`src/rtl/micro_ucr_verify.sv`:
```
// micro-ucr-hash proof-of-work checker: recomputes the 24-bit hash and checks it against the target.
// Define MICRO_UCR_VERIFY_UNROLL2_EN to run two rounds per cycle.
module micro_ucr_verify (
  input  logic        clk,
  input  logic        reset,
  input  logic        start,
  input  logic [95:0] payload,
  input  logic [31:0] nonce,
  input  logic [7:0]  target,
  output logic        busy,
  output logic        done,
  output logic [23:0] hash,
  output logic        valid
);

  typedef enum logic [1:0] {
    S_IDLE,
    S_ROUND,
    S_FINAL
  } state_t;

`ifdef MICRO_UCR_VERIFY_UNROLL2_EN
  localparam logic [4:0] STEP = 5'd2;
  localparam logic [4:0] LAST = 5'd30;
`else
  localparam logic [4:0] STEP = 5'd1;
  localparam logic [4:0] LAST = 5'd31;
`endif

  state_t r_state;
  state_t w_next;

  logic [127:0] r_win;
  logic [7:0]   r_a;
  logic [7:0]   r_b;
  logic [7:0]   r_c;
  logic [7:0]   r_tgt;
  logic [4:0]   r_cnt;
  logic         r_done;
  logic [23:0]  r_hash;
  logic         r_valid;

  logic [7:0]   w_n0;
  logic [23:0]  w_abc1;
  logic [23:0]  w_abc;
  logic [127:0] w_win_nx;
  logic [23:0]  w_h;
  logic         w_ok;

  function automatic logic [23:0] f_round(
    input logic [23:0] abc,
    input logic [7:0]  w,
    input logic        late
  );
    logic [7:0] a;
    logic [7:0] b;
    logic [7:0] c;
    logic [7:0] q;
    logic [7:0] k;
    logic [7:0] s;
    a = abc[23:16];
    b = abc[15:8];
    c = abc[7:0];
    q = late ? (a | b) : (a ^ b);
    k = late ? 8'ha1 : 8'h99;
    s = q + k + w;
    return {a ^ b ^ a ^ b ^ b ^ c, c[3:0], 4'h0, s};
  endfunction

  // window byte j sits at r_win[127-8j -: 8]; w[i+16] = w[i+13] | (w[i+7] ^ w[i+2])
  assign w_n0 = r_win[23:16] | (r_win[71:64] ^ r_win[111:104]);

`ifdef MICRO_UCR_VERIFY_UNROLL2_EN
  logic [7:0] w_n1;
  assign w_n1 = r_win[15:8] | (r_win[63:56] ^ r_win[103:96]);

  always_comb begin
    w_abc1   = f_round({r_a, r_b, r_c}, r_win[127:120], r_cnt > 5'd16);
    w_abc    = f_round(w_abc1, r_win[119:112], r_cnt >= 5'd16);
    w_win_nx = {r_win[111:0], w_n0, w_n1};
  end
`else
  always_comb begin
    w_abc1   = f_round({r_a, r_b, r_c}, r_win[127:120], r_cnt > 5'd16);
    w_abc    = w_abc1;
    w_win_nx = {r_win[119:0], w_n0};
  end
`endif

  assign w_h  = {8'h01 + r_a, 8'h89 + r_b, 8'hfe + r_c};
  assign w_ok = (w_h[7:0] < r_tgt) && (w_h[15:8] < r_tgt);

  always_ff @(posedge clk or posedge reset) begin
    if (reset) begin
      r_state <= S_IDLE;
    end else begin
      r_state <= w_next;
    end
  end

  always_comb begin
    w_next = r_state;
    unique case (r_state)
      S_IDLE:  if (start) w_next = S_ROUND;
      S_ROUND: if (r_cnt == LAST) w_next = S_FINAL;
      S_FINAL: w_next = S_IDLE;
      default: w_next = S_IDLE;
    endcase
  end

  always_ff @(posedge clk or posedge reset) begin
    if (reset) begin
      r_win   <= '0;
      r_a     <= '0;
      r_b     <= '0;
      r_c     <= '0;
      r_tgt   <= '0;
      r_cnt   <= '0;
      r_done  <= 1'b0;
      r_hash  <= '0;
      r_valid <= 1'b0;
    end else begin
      r_done <= 1'b0;
      unique case (r_state)
        S_IDLE: begin
          if (start) begin
            r_win <= {payload, nonce};
            r_tgt <= target;
            r_a   <= 8'h01;
            r_b   <= 8'h89;
            r_c   <= 8'hfe;
            r_cnt <= '0;
          end
        end
        S_ROUND: begin
          {r_a, r_b, r_c} <= w_abc;
          r_win <= w_win_nx;
          r_cnt <= r_cnt + STEP;
        end
        S_FINAL: begin
          r_hash  <= w_h;
          r_valid <= w_ok;
          r_done  <= 1'b1;
        end
        default: ;
      endcase
    end
  end

  assign busy  = (r_state != S_IDLE);
  assign done  = r_done;
  assign hash  = r_hash;
  assign valid = r_valid;

endmodule

```
`config.mk`:
```
export PLATFORM = sky130hd
export DESIGN_NAME = micro_ucr_verify
export DESIGN_NICKNAME = d
export VERILOG_FILES = /design/src/rtl/micro_ucr_verify.sv
export SDC_FILE = /design/constraint.sdc
export NUM_CORES = 1
export LEC_CHECK = 0
export CORE_ASPECT_RATIO = 1.75
export CORE_UTILIZATION = 58
export CTS_BUF_LIST = sky130_fd_sc_hd__clkbuf_2
export DETAILED_ROUTE_END_ITERATION = 12
export HOLD_SLACK_MARGIN = 0.05
export PLACE_DENSITY = 0.93
export SLEW_MARGIN = 20
export SYNTH_ARGS = -nofsm -noshare
export SYNTH_HDL_FRONTEND = slang
export SYNTH_SLANG_ARGS = --single-unit
```
`constraint.sdc`:
```
create_clock -name clk -period 10.45 [get_ports clk]
set_input_delay 2.09 -clock clk [delete_from_list [all_inputs] [get_ports clk]]
set_output_delay 2.09 -clock clk [all_outputs]
set_load 0.05 [all_outputs]
```
==> Word level (Yosys, flattened, before mapping) <==
Cells that the tools add are included.
{ "op_classes": {"muxes": 16, "bitwise": 8, "n_addsub": 6, "n_lt_le_gt_ge": 3, "n_eq_ne": 5, "n_reduce_logical": 7} }
{ "ops": {"columns": ["cell", "count"], "rows": [
  ["128-bit case mux with 2 select lines", 1],
  ["128-bit 2-to-1 mux", 1],
  ["8-bit case mux with 2 select lines", 3],
  ["8-bit XOR", 6],
  ["8-bit 2-to-1 mux", 4],
  ["8-bit adder", 2],
  ["8-bit adder, first input constant", 2],
  ["8-bit < comparator", 2],
  ["8-bit OR", 2],
  ["5-bit case mux with 2 select lines", 1],
  ["1-bit by 8-bit adder with 8-bit output, first input constant", 1],
  ["6-bit 2-to-1 mux", 1],
  ["2-bit AND reduction", 3],
  ["5-bit by 1-bit adder with 5-bit output, second input constant", 1],
  ["5-bit == test, second input constant", 1],
  ["5-bit > comparator, second input constant", 1],
  ["5-bit 2-to-1 mux", 1],
  ["2-bit 2-to-1 mux", 2],
  ["2-bit inequality test, second input constant", 2],
  ["2-bit case mux with 2 select lines", 1],
  ["2-bit nonzero test", 2],
  ["2-bit by 1-bit == test with 1-bit output, second input constant", 1],
  ["2-bit == test, second input constant", 1],
  ["2-bit zero test", 1],
  ["other kinds (2)", 2]
]} }
{ "word_totals": {"input_bits": 139, "ff_bits": 193} }

==> Logic depth before layout (Yosys ltp) <==
{ "depth": {"word_depth": 6, "ltp_mapped": 17, "ltp_nobuf": 17} }

==> Worst setup path after synthesis <==
OpenSTA, ideal clock, no wires.
{ "synth_timing": {"kind": "in2reg", "from": "in start", "to": "reg r_win[100]", "required_ps": 10329, "arrival_time_ps": 3121, "n_path_buf": 3, "setup_slack_ps": 7208, "stages": 6, "cell_sequence": "or3b_1 buf_2 clkbuf_1 clkbuf_1 o22ai_1 nor2_1"} }
{ "synth_between": {"elab_chain_len": 2} }
{ "synth_lines": {"columns": ["item", "line", "rtl"], "rows": [
  ["start, declared", "6", "input logic start,"],
  ["2-bit inequality test (no source line)", null, null],
  ["2-bit AND reduction (no source line)", null, null],
  ["end signal, assigned", "127", "r_win <= {payload, nonce};"],
  ["end signal, assigned", "137", "r_win <= w_win_nx;"],
  ["end, declared", "33", "logic [127:0] r_win;"]
]} }
Every way passes these cells.
A chain may end at the register's enable or synchronous reset.

==> Worst setup path in the final report <==
{ "layout_timing": {"from": "reg r_state[0]", "to": "out busy"} }
{ "layout_between": {"elab_chain_len": 1} }
{ "layout_lines": {"columns": ["item", "line", "rtl"], "rows": [
  ["start, declared", "30", "state_t r_state;"],
  ["start signal, assigned", "97", "r_state <= w_next;"],
  ["2-bit nonzero test", "150", "assign busy = (r_state != S_IDLE);"],
  ["end, declared", "10", "output logic busy,"]
]} }
Every way passes these cells.

==> impl_metrics.toml <==
[grt]
use_met1_pct = 33.84
grt_start_max_net_pins = 105
grt_use_met2_pct = 52.71
use_met3_pct = 4.861
first_global_vias = 7250
grt_use_total_pct = 30.01
overflow = 0
grt_pass1_wl_um = 35170
antenna_found_initial = 1
top_usage_layer = "met2"

[place]
dp_hpwl_um = 15880
gp_congestion = 0.8887
portBuffers = 164

[synth]
synthCells = 941
synth_top_area_share_pct = 53.48
synth_cell_types = 48
ys_seq_elements = 186
synth_area_sq_mm = 0.008703
post-synth-top-count-cell = "nor2_1"
ys_top_cells_by_count = "243 x nor2_1, 186 x dfrtp_1, 112 x o22ai_1"
ys.flop_type = "dfrtp_1"
ys_warn_count = 0
syn_nets = 1119
synth-edff-count = 0
syn_area_per_cell_sq_um = 9.249
ys_async_sr_fraction_pct = 100.0
synth_top_cell_by_area = "dfrtp_1"
ys_seq_area_share_pct = 53.48
ys_top_cells_by_area = "dfrtp_1 53%, nor2_1 10%, o22ai_1 8.1%, ha_1 5.0%, nand2_1 3.7%"

[sta]
min_period_ps = 4362
setup_viol = 0
fin_worst_skew_ps = 30.44
period_share_pct = 41.74
maxSlewHeadroom_pct = 32.37
worst_pin_slew_ps = 1014
finalSetupTns_ps = 0
rsz0062_at_grt = "false"
finalHoldViolations = 0
maxSlewViolCount = 0
max_clock_freq_mhz = 229.3

[clock_tree]
cts.path.max_buffers = 2
clockRootBuffer = "clkbuf_2"
clock_latency_ps = 730
cts_resized = 0
cts.reportedPaths.clkPinSlew_ps = 260
hold_buffers = 0
post_cts_buffers = 0
cts_sinks = 186
cts_max_level = 4
cts_tree = "built"
cts_inserted_buffers = 17

[final_layout]
area.sequential_sq_mm = 0.004654
drive_gt1_share_pct = 5.171
multi_input_area_sq_mm = 0.003656
syn_to_final_growth_pct = 22.02
final_net_count = 1248
nFillCells = 1023

[route]
num_vias = 7458
antenna_left = 0
drc = 0
drt_first_iter_violations = 531
routedWlPerCell_um = 17.51
routed_wl_um = 22130
firstDrtPassIters = 8
vias_per_cell = 5.900

[power]
power-per-cell-area_mw_per_mm2 = 295.3
finalPower_mw = 3.136
irDropWorstVdd_v = 0.0001694
leakagePower_nw = 4.399

[flow_run]
cap_violations = 0

[worst_hold_path]
whs_path_depth = 2
hp-class = "register to register"

[critical_path]
start_kind = "register"
worstPathArrival_ps = 2270
crit_fanout = 5
path_class = "register to output port"
max_stage_delay_ps = 710
cp_cell_sequence = "or2_2 > clkdlybuf4s50_1"
rrSetupSlack_ps = 6930
required_ps = 8360
end_kind = "output port"
cp_slowest_cell = "clkdlybuf4s50_1"
reg2reg_depth = 14

[die]
rows = 58
die_w_um = 94.60
start_util_pct = 59.97
io_pins = 166
core_sq_mm = 0.01451
dieArea_sq_mm = 0.01552
die_h_um = 164.1

[status]
outcome = "finished, final reports clean"
[per-stage QoR]
stage          instance area [sq um]  util, %  hold WS [ps]  worst slack, ps  cells
2_1_floorplan                   8703        -         462.7             3303    941
3_3_place_gp                   10380    71.50         456.7             5585   1231
6_report                       10620    73.17         512.9             6088   1264
3_5_place_dp                   10380    71.50         468.7             5617   1231
4_1_cts                        10610    73.13         519.5             6042   1263
5_1_grt                        10620    73.17         563.8             5989   1264
[critical path: cells and delay by family, from the launching register on]
kind	cells	cell delay, ps
flops	1	500
simple gates	1	340
buf+inv	1	710
[metal layers]
layer  vias to the layer above  wire length, um
li1                       3470                -
met1                      3588             7840
met4                         0             1382
met2                       319            11870
met5                         -                0
met3                        81             1040
[layout make-up]
cell class,instances,area share [%]
multi-input cells,656,34.43
well taps,180,2.121
clock inverters,15,1.426
diodes,1,0.02356
repair buffers,171,15.99
flip-flops and latches,186,43.83
clock buffers,17,0.8011
inverters,38,1.390
[report_power, final]
group / leakage (nW) / internal (mW) / switching (mW)
sequential: 1.97 / 1.01 / 0.219
combinational: 2.29 / 0.664 / 0.890
clock: 0.141 / 0.0957 / 0.262
total: 4.40 / 1.76 / 1.37
[cell families after synthesis]
group,share of synthesized area (%)
compound gates,14.38
buf+inv,4.773
other cells,0.04309
simple gates,17.34
flops,53.48
xor+xnor,3.019
fa+ha+maj,5.952
mux,1.021
[cell usage in the layout, fill, tap and decap left out, types with 6 or more instances in the layout]
master and count:
mux2_2 7, nor3_1 6, clkbuf_2 17, buf_4 6, o21ai_0 43, a31oi_1 11, dfrtp_1 186, inv_6 8
ha_1 35, xnor2_1 21, nand2_1 84, xor2_1 9, a21oi_1 13, inv_1 36, clkdlybuf4s50_1 164, nand3_1 20
nor2_1 242, a32oi_1 8, o22ai_1 112
[flip-flops by register name, summed over array words and instances (netlist names)]
register  count
r_win       128
hash         22
r_a           8
r_c           8
r_tgt         8
r_cnt         5
r_b           3
r_state       2
done          1
valid         1
[path summary, 6_finish.rpt]
kind                                             start               endpoint
worst min-delay path              hash[16]$_DFFE_PP0P_   hash[16]$_DFFE_PP0P_
worst min register to register    hash[16]$_DFFE_PP0P_   hash[16]$_DFFE_PP0P_
worst max register to register    r_cnt[0]$_DFFE_PP0P_     r_c[7]$_DFFE_PP0P_
worst max-delay path            r_state[0]$_DFFE_PP0P_                   busy
max in group asynchronous                        reset  r_win[16]$_DFFE_PP0P_
min in group asynchronous                        reset   r_tgt[7]$_DFFE_PP0P_
(Power assumes the default switching activity.)
